==> src/rtl/zaxxon_wave_pkg.sv <==
// Shared constants and helpers for the Zaxxon wave-sample playback path.
package zaxxon_wave_pkg;

   localparam int NCH_DEFAULT = 4;

   // Byte addresses of each sample in the wave ROM; END is exclusive.
   localparam logic [19:0] WAVE_START [NCH_DEFAULT] = '{20'h00000, 20'h01000, 20'h02000, 20'h03000};
   localparam logic [19:0] WAVE_END   [NCH_DEFAULT] = '{20'h00006, 20'h0100A, 20'h02004, 20'h03008};

   typedef enum logic [2:0] {
      ST_IDLE,
      ST_ISSUE,
      ST_WAIT,
      ST_CAPTURE,
      ST_MIX
   } fsm_state_t;

   // Clamp a wide signed sum into the 16-bit PCM range.
   function automatic logic [15:0] sat16(input logic signed [31:0] x);
      if (x > 32'sd32767) begin
         return 16'h7FFF;
      end else if (x < -32'sd32768) begin
         return 16'h8000;
      end else begin
         return x[15:0];
      end
   endfunction

endpackage

==> src/rtl/wave_rate_tick.sv <==
// Fractional-N sample-rate generator: one-cycle tick at SAMPLE_HZ on average.
module wave_rate_tick #(
   parameter int CLK_HZ    = 24000000,
   parameter int SAMPLE_HZ = 11025
) (
   input  logic clk_sys,
   input  logic reset,
   input  logic en,
   output logic tick
);

   localparam int ACC_W = $clog2(CLK_HZ) + 1;
   localparam int SUM_W = ACC_W + 1;

   logic [ACC_W-1:0] acc_q, acc_d;
   logic             tick_q, tick_d;
   logic [SUM_W-1:0] sum;

   // Add the sample rate each enabled cycle; wrap by CLK_HZ and flag the wrap.
   always_comb begin
      // NOTE: every output of a combinational block gets a default first so no latch is inferred.
      sum    = {1'b0, acc_q} + SUM_W'(SAMPLE_HZ);
      acc_d  = acc_q;
      tick_d = 1'b0;
      if (en) begin
         if (sum >= SUM_W'(CLK_HZ)) begin
            acc_d  = ACC_W'(sum - SUM_W'(CLK_HZ));
            tick_d = 1'b1;
         end else begin
            acc_d  = sum[ACC_W-1:0];
         end
      end
   end

   // Accumulator and tick registers.
   always_ff @(posedge clk_sys or posedge reset) begin
      // NOTE: sequential state uses non-blocking assignments so all flops update together.
      if (reset) begin
         acc_q  <= '0;
         tick_q <= 1'b0;
      end else begin
         acc_q  <= acc_d;
         tick_q <= tick_d;
      end
   end

   assign tick = tick_q;

endmodule

==> src/rtl/wave_sample_player.sv <==
// Multi-channel PCM sample player: one read sweep over all channels per sample tick,
// then a saturating mix into audio_out.
module wave_sample_player
   import zaxxon_wave_pkg::*;
#(
   parameter int NCH        = NCH_DEFAULT,
   parameter int CLK_HZ     = 24000000,
   parameter int SAMPLE_HZ  = 11025,
   parameter int RD_LATENCY = 4
) (
   input  logic           clk_sys,
   input  logic           reset,
   input  logic [NCH-1:0] trig,
   input  logic [NCH-1:0] loop,
   input  logic           pause,
   input  logic           dl_busy,
   output logic           wave_rd,
   output logic [19:0]    wave_addr,
   input  logic [15:0]    wave_data,
   output logic [15:0]    audio_out,
   output logic [NCH-1:0] active
);

   localparam int CH_W     = (NCH > 1) ? $clog2(NCH) : 1;
   localparam int MIX_W    = 16 + $clog2(NCH);
   localparam int WAIT_CNT = (RD_LATENCY > 1) ? RD_LATENCY - 2 : 0;

   if (NCH * (RD_LATENCY + 2) + 1 >= CLK_HZ / SAMPLE_HZ) begin : g_budget_check
      $error("wave_sample_player: a read sweep does not fit in one sample period");
   end
   if (RD_LATENCY < 1 || RD_LATENCY > 15) begin : g_latency_check
      $error("wave_sample_player: RD_LATENCY must be within 1..15");
   end
   if (NCH > NCH_DEFAULT) begin : g_nch_check
      $error("wave_sample_player: more channels than sample address entries");
   end

   fsm_state_t         state_q, state_d;
   logic [CH_W-1:0]    ch_q, ch_d;
   logic [3:0]         lat_q, lat_d;
   logic [19:0]        pos_q [NCH];
   logic [19:0]        pos_d [NCH];
   logic [15:0]        smp_q [NCH];
   logic [15:0]        smp_d [NCH];
   logic [NCH-1:0]     active_q, active_d;
   logic [NCH-1:0]     pend_q, pend_d;
   logic [NCH-1:0]     trig_q, trig_prev_q, trig_rise;
   logic [15:0]        audio_q, audio_d;
   logic               tick;
   logic               advance;
   logic [19:0]        cap_pos;
   logic [MIX_W-1:0]   mix_sum;

   wave_rate_tick #(
      .CLK_HZ   (CLK_HZ),
      .SAMPLE_HZ(SAMPLE_HZ)
   ) u_rate_tick (
      .clk_sys(clk_sys),
      .reset  (reset),
      .en     (~pause),
      .tick   (tick)
   );

   assign trig_rise = trig_q & ~trig_prev_q;

   // Channel start handling plus the sweep FSM next-state and read strobe.
   always_comb begin
      state_d   = state_q;
      ch_d      = ch_q;
      lat_d     = lat_q;
      pos_d     = pos_q;
      smp_d     = smp_q;
      active_d  = active_q;
      pend_d    = pend_q | trig_rise;
      audio_d   = audio_q;
      wave_rd   = 1'b0;
      wave_addr = '0;
      advance   = 1'b0;
      cap_pos   = '0;
      mix_sum   = '0;

      // Starts land on the tick, before the sweep reads, so a restart beats end-of-sample.
      if (tick) begin
         for (int i = 0; i < NCH; i++) begin
            if (pend_d[i]) begin
               pos_d[i]    = WAVE_START[i];
               active_d[i] = 1'b1;
            end
         end
         pend_d = '0;
      end

      case (state_q)
         ST_IDLE: begin
            if (tick && !pause && !dl_busy) begin
               ch_d    = '0;
               state_d = ST_ISSUE;
            end
         end
         ST_ISSUE: begin
            if (active_q[ch_q]) begin
               wave_rd   = 1'b1;
               wave_addr = pos_q[ch_q];
               lat_d     = 4'(WAIT_CNT);
               state_d   = (RD_LATENCY == 1) ? ST_CAPTURE : ST_WAIT;
            end else begin
               smp_d[ch_q] = '0;
               advance     = 1'b1;
            end
         end
         ST_WAIT: begin
            if (lat_q == '0) begin
               state_d = ST_CAPTURE;
            end else begin
               lat_d = lat_q - 4'd1;
            end
         end
         ST_CAPTURE: begin
            smp_d[ch_q] = wave_data;
            cap_pos     = pos_q[ch_q] + 20'd2;
            pos_d[ch_q] = cap_pos;
            if (cap_pos == WAVE_END[ch_q]) begin
               if (loop[ch_q]) begin
                  pos_d[ch_q] = WAVE_START[ch_q];
               end else begin
                  active_d[ch_q] = 1'b0;
               end
            end
            advance = 1'b1;
         end
         ST_MIX: begin
            for (int i = 0; i < NCH; i++) begin
               mix_sum = mix_sum + {{(MIX_W-16){smp_q[i][15]}}, smp_q[i]};
            end
            audio_d = sat16({{(32-MIX_W){mix_sum[MIX_W-1]}}, mix_sum});
            state_d = ST_IDLE;
         end
         default: state_d = ST_IDLE;
      endcase

      if (advance) begin
         if (ch_q == CH_W'(NCH - 1)) begin
            state_d = ST_MIX;
         end else begin
            ch_d    = ch_q + CH_W'(1);
            state_d = ST_ISSUE;
         end
      end

      if (dl_busy) begin
         audio_d = '0;
      end
   end

   // All player state; reset aborts any sweep in progress.
   always_ff @(posedge clk_sys or posedge reset) begin
      if (reset) begin
         state_q     <= ST_IDLE;
         ch_q        <= '0;
         lat_q       <= '0;
         // NOTE: the per-channel arrays are a handful of flops, not RAM, so they are reset like any register.
         pos_q       <= '{default: '0};
         smp_q       <= '{default: '0};
         active_q    <= '0;
         pend_q      <= '0;
         trig_q      <= '0;
         trig_prev_q <= '0;
         audio_q     <= '0;
      end else begin
         state_q     <= state_d;
         ch_q        <= ch_d;
         lat_q       <= lat_d;
         pos_q       <= pos_d;
         smp_q       <= smp_d;
         active_q    <= active_d;
         pend_q      <= pend_d;
         trig_q      <= trig;
         trig_prev_q <= trig_q;
         audio_q     <= audio_d;
      end
   end

   // A sample tick outside IDLE means the sweep overran its period.
   a_tick_in_idle: assert property (@(posedge clk_sys) disable iff (reset) tick |-> state_q == ST_IDLE);

   assign active    = active_q;
   assign audio_out = audio_q;

endmodule

==> config.mk <==
export PLATFORM = sky130hd
export DESIGN_NAME = wave_sample_player
export DESIGN_NICKNAME = d
export VERILOG_FILES = /design/src/rtl/zaxxon_wave_pkg.sv /design/src/rtl/wave_rate_tick.sv /design/src/rtl/wave_sample_player.sv
export SDC_FILE = /design/constraint.sdc
export NUM_CORES = 1
export LEC_CHECK = 0
export CORE_ASPECT_RATIO = 0.8
export CORE_MARGIN = 2
export CORE_UTILIZATION = 37
export CTS_BUF_LIST = sky130_fd_sc_hd__clkbuf_8
export CTS_CLUSTER_DIAMETER = 150
export DETAILED_ROUTE_END_ITERATION = 10
export GPL_TIMING_DRIVEN = 1
export SYNTH_ARGS = -nofsm -noshare
export SYNTH_HDL_FRONTEND = slang
export SYNTH_SLANG_ARGS = --single-unit
==> constraint.sdc <==
create_clock -name clk_sys -period 16.74 [get_ports clk_sys]
set_clock_uncertainty 0.1 [all_clocks]
set_input_delay 3.348 -clock clk_sys [delete_from_list [all_inputs] [get_ports clk_sys]]
set_output_delay 3.348 -clock clk_sys [all_outputs]
set_load 0.005 [all_outputs]
# Word-level counts from Yosys, hierarchy flattened
# Cells that the tools add are included.
dict set report word_totals {
  output_inout_bits 41
  inputBits 28
  elab_cells 135
  register_bits 212
}
dict set report classes {
  n_eq_ne 13
  muxes 67
  add_sub_neg 8
  n_reduce_logical 14
  bitwise 8
  magnitude_cmp 7
}
# operator n
set op_table {}
lappend op_table {{two-way mux 80 bit} 4}
lappend op_table {{two-way mux 20 bit} 13}
lappend op_table {{bitwise mux 80 bit} 2}
lappend op_table {{one-hot mux 64 bit (2 select lines)} 1}
lappend op_table {{binary-select mux 20 bit (select 2 bit)} 3}
lappend op_table {{two-way mux 16 bit} 5}
lappend op_table {{bitwise AND 64 bit} 1}
lappend op_table {{bitwise mux 64 bit} 1}
lappend op_table {{two-way mux 64 bit} 1}
lappend op_table {{NOT 64 bit} 1}
lappend op_table {{demux 20 bit (select 2 bit)} 1}
lappend op_table {{demux 16 bit (select 2 bit)} 1}
lappend op_table {{two-way mux 4 bit} 7}
lappend op_table {{adder 26 x 14 -> 27 bit (second input constant)} 1}
lappend op_table {{greater-or-equal comparator 27 x 25 -> 1 bit (second input constant)} 1}
lappend op_table {{two-way mux 26 bit} 1}
lappend op_table {{subtractor 26 x 25 -> 26 bit (second input constant)} 1}
lappend op_table {{adder 20 x 2 -> 20 bit (second input constant)} 1}
lappend op_table {{== test 20 bit} 1}
lappend op_table {{adder 17 x 16 -> 18 bit} 1}
lappend op_table {{adder 18 bit} 1}
lappend op_table {{greater-than comparator 18 x 16 -> 1 bit (second input constant)} 1}
lappend op_table {{less-than comparator 18 x 16 -> 1 bit (second input constant)} 1}
lappend op_table {{adder 16 x 16 -> 17 bit} 1}
lappend op_table {{32 further kinds} 65}

# Logic depth before layout (Yosys ltp)
dict set report logic_depth {
  depth_word 10
  mapped_depth 17
  depth_no_buf 16
}

# Cells and area by module
# Synthesis repeated with hierarchy kept, for this count alone.
dict set report unflattened {
  hier_cells 1207
  hier_area_um2 12201.7
}
# module instances cells_each area_per_inst_um2 seq_area_each_um2
set modules_own_cells {}
lappend modules_own_cells {wave_sample_player 1 924 9818.2 4629.4}
lappend modules_own_cells {wave_rate_tick 1 283 2383.5 675.6}

# Worst setup path after synthesis
# OpenSTA, ideal clock, no wires.
dict set report synth_path {
  kind {register -> output}
  start {register ch_q[1]}
  end {output wave_addr[0]}
  n_path_buf 4
  stages_incl_launch_ff 8
  t_required_ps 13292
  setup_slack_ps 11268
  arrival_ps 2024
  cell_sequence {dfrtp_1 buf_4 buf_4 buf_1 mux4_2 nor2b_1 clkbuf_1 and3_1}
}
dict set report synth_via {
  elab_chain_cells 6
  elab_cells_between_ends 8
  cone_classes {mux (7); bitwise (1)}
}
# element line
set synth_rtl {}
lappend synth_rtl {{start, declared} wave_sample_player.sv:39} ;# logic [CH_W-1:0] ch_q, ch_d;
lappend synth_rtl {{start signal, assigned} wave_sample_player.sv:171} ;# ch_q <= ch_d;
lappend synth_rtl {{NOT 2 -> 3 bit (implied by the code)} wave_sample_player.sv:103} ;# wave_addr = pos_q[ch_q];
lappend synth_rtl {{binary-select mux 20 bit (select 2 bit)} wave_sample_player.sv:103}
lappend synth_rtl {{two-way mux 20 bit (implied by the code) (2 in series)} wave_sample_player.sv:103}
lappend synth_rtl {{two-way mux 20 bit *} wave_sample_player.sv:101} ;# if (active_q[ch_q]) begin
lappend synth_rtl {{two-way mux 20 bit *} wave_sample_player.sv:93} ;# case (state_q)
lappend synth_rtl {{end, declared} wave_sample_player.sv:18} ;# output logic [19:0] wave_addr,
# Every way passes the cells marked *; elsewhere a longest branch is shown, timed or not. The select of a mux whose other input is x is not followed.

# Worst setup path in the final report
dict set report layout_path {
  start {register ch_q[0]}
  end {output wave_rd}
}
dict set report layout_via {
  elab_chain_cells 4
}
# element line
set layout_rtl {}
lappend layout_rtl {{binary-select mux 1 bit (select 2 bit)} wave_sample_player.sv:101}
lappend layout_rtl {{two-way mux 1 bit (implied by the code)} wave_sample_player.sv:101}
lappend layout_rtl {{two-way mux 1 bit} wave_sample_player.sv:101}
lappend layout_rtl {{two-way mux 1 bit} wave_sample_player.sv:93}
lappend layout_rtl {{end, declared} wave_sample_player.sv:17} ;# output logic wave_rd,
# Every way passes these cells. The select of a mux whose other input is x is not followed.

==> flow_summary.ini <==
[run_status]
outcome = finished, final reports clean

[die]
core_mm2 = 0.0326
dieArea_mm2 = 0.0348
io_pins = 69
die_w_um = 208
start_util = 0.377
core.rowCount = 59
die_h_um = 167

[yosys]
synth_area_mm2 = 0.0123
synth_nets = 1324
synth_area_per_cell_um2 = 9.95
synth_cell_types = 84
synth_edf_count = 0
synthArstFlopShare = 1.00
syn_inst = 1237
yosys.area.top_type = dfrtp_1
synth_seq_area_share = 0.431
yosys-top-cells-area = dfrtp_1, fa_1, o21ai_0
synth_ff_type = dfrtp_1
synth_warnings = 0
synth-seq-cells = 212
yosysTopAreaCellShare = 0.431

[route]
drt-initial-drc-count = 782
drt-total-wl_um = 32000
ant_nets = 0
routedWlPerCell_um = 18.4
dr_total_vias = 9697
first_pass_iters = 5
viasPerCell = 5.58
drc_errors = 0

[pwr]
swShare = 0.456
powerDensity_mw_per_mm2 = 230
pwr-share-comb = 0.595
p_switching_w = 0.00148
max-vdd-ir-drop_mv = 0.138
p_leak_nw = 6.25
pwr-share-clk = 0.154
seqPwrFrac = 0.251
intPower_w = 0.00177

[critical_path]
critPathLaunchType = flip-flop
crit_type = reg -> out
worstPathRequired_ns = 13.29
arrival_ns = 3.15
rr_worst_depth = 16
crit_path_max_fanout = 16
setup.worst_path.end_class = output port

[placement]
place_inst = 1673
port_buffers = 68
dp_hpwl_um = 21700
routabilityCongestion = 0.840
placed_area_mm2 = 0.0133

[global_routing]
grt_pass1_wl_um = 52500
antenna_found_initial = 1
track_usage = 0.185
grt_pass1_vias = 9352
gr-total-overflow = 0
grt_max_degree = 76

[run]
cap_violations = 0

[finish]
layout_common_cells = dfrtp_1, nand2_1, inv_1, o21ai_0, clkdlybuf4s50_1
finalNetCount = 1372
syn_to_final_growth_pct = 14.5
fillers = 3120
layout_commonest_cell = dfrtp_1
design_area_mm2 = 0.0141
stdcell_count = 1738
final_layout_size_suffix_gt1_frac = 0.0916

[cts]
clk-insertion-delay-late_ns = 0.54
htree_levels = 2
cts_buffers = 37
hold_buffers = 0
cts_resized = 0
cts_sinks = 212
clk_path_buf_depth = 3
cts_root_buffer = clkbuf_8
clk_pin_slew_ns = 0.06
postCtsSetupBuffers = 0
cts_tree = yes

[timing]
fmax_mhz = 151
finalCriticalPeriod_ns = 6.60
slew_headroom = 0.203
worstMarginPinSlew_ns = 1.20
drv_slew = 0
setup_tns_ns = 0
rsz0062_at_grt = no
setup-violations-final = 0
post-route-period-util = 0.394
finalHoldViolations = 0

[worst_hold_path]
whs_path_depth = 0
hold_path.class = reg -> reg
==> synth_stat cells (all sizes together), types with 5 or more instances <==
master / count
o31ai: 12
xnor2: 39
and2: 8
dfrtp: 212
nor3: 14
o21ai: 109
nand3: 37
nand2: 131
a22o: 53
ha: 26
a221o: 16
fa: 33
a21boi: 5
buf: 24
o211ai: 9
a211oi: 7
clkbuf: 45
mux2i: 12
xor2: 20
nor2: 56
and4: 7
a31oi: 6
o21a: 6
inv: 115
and3: 43
nand2b: 12
a21oi: 46
mux4: 22
or3: 5
nand4: 13
nor4: 12
nor2b: 15
==> worst max-delay path, stage by stage (launching register included) <==
cell	delay (ns)
dfrtp_1	0.70
buf_4	0.38
mux4_2	0.53
nor2b_1	0.15
nand2_1	0.23
inv_1	0.11
clkdlybuf4s50_1	0.53
==> cell families after synthesis <==
| logic type | synth area share |
|---|---|
| AND/OR/NAND/NOR | 0.155 |
| AO/OA/AOI/OAI | 0.176 |
| buffers and inverters | 0.0599 |
| multiplexers | 0.0509 |
| flip-flops | 0.431 |
| adder cells (fa/ha/maj) | 0.0801 |
| XOR/XNOR | 0.0469 |
==> power groups by stage <==
stage	clock [W]	combinational, W	sequential, W
global route	0.000538	0.00219	0.000833
floorplan	0	0.00156	0.000734
global placement	0	0.00190	0.000814
CTS	0.000514	0.00194	0.000809
finish	0.000501	0.00193	0.000813
detailed placement	0	0.00193	0.000816
==> stage by stage <==
stage                     power (W)  hold WS (ns)   util  setup WS, ns
after global placement      0.00271         0.268  0.408         10.72
after floorplan             0.00229         0.254      -          7.50
after CTS                   0.00326         0.299  0.432         10.11
after global routing        0.00356         0.311  0.432         10.01
final                       0.00325         0.291  0.432         10.14
after detailed placement    0.00275         0.282  0.408         10.68
==> per-layer routing <==
metal  track usage  vias to the layer above  wire [um]
li1              -                     4482          -
met3        0.0358                       50       2090
met4        0.0500                        0        665
met1         0.287                     4836      16000
met5             0                        -          0
met2         0.263                      329      13300
==> registers in the layout, indices dropped and copies added (netlist names) <==
name and count:
lat_q 4, trig_q 4, audio_out 16, smp_q 64, u_rate_tick.tick 1, active 4, pos_q 80, state_q 3
u_rate_tick.acc_q 26, ch_q 2, pend_q 4, trig_prev_q 4
==> area by class of cell <==
class | instances | area (um2) | share of cell area
Multi-Input combinational cell | 841 | 6280 | 0.446
Sequential cell | 212 | 5310 | 0.376
Antenna cell | 1 | 2.50 | 0.000178
Clock inverter | 11 | 50.0 | 0.00355
Clock buffer | 53 | 729 | 0.0517
Inverter | 115 | 439 | 0.0312
Timing Repair Buffer | 78 | 756 | 0.0536
Tap cell | 427 | 534 | 0.0379
==> path summary, 6_finish.rpt <==
check | from | end | slack (ns)
max | ch_q[0] | wave_rd | 10.14
max in group asynchronous | reset | pos_q[11] | 11.96
min reg2reg | trig_q[1] | trig_prev_q[1] | 0.29
max reg2reg | smp_q[17] | audio_out[2] | 11.50
min in group asynchronous | reset | pos_q[46] | 3.18
min | trig_q[1] | trig_prev_q[1] | 0.29
(Power assumes the default switching activity.)
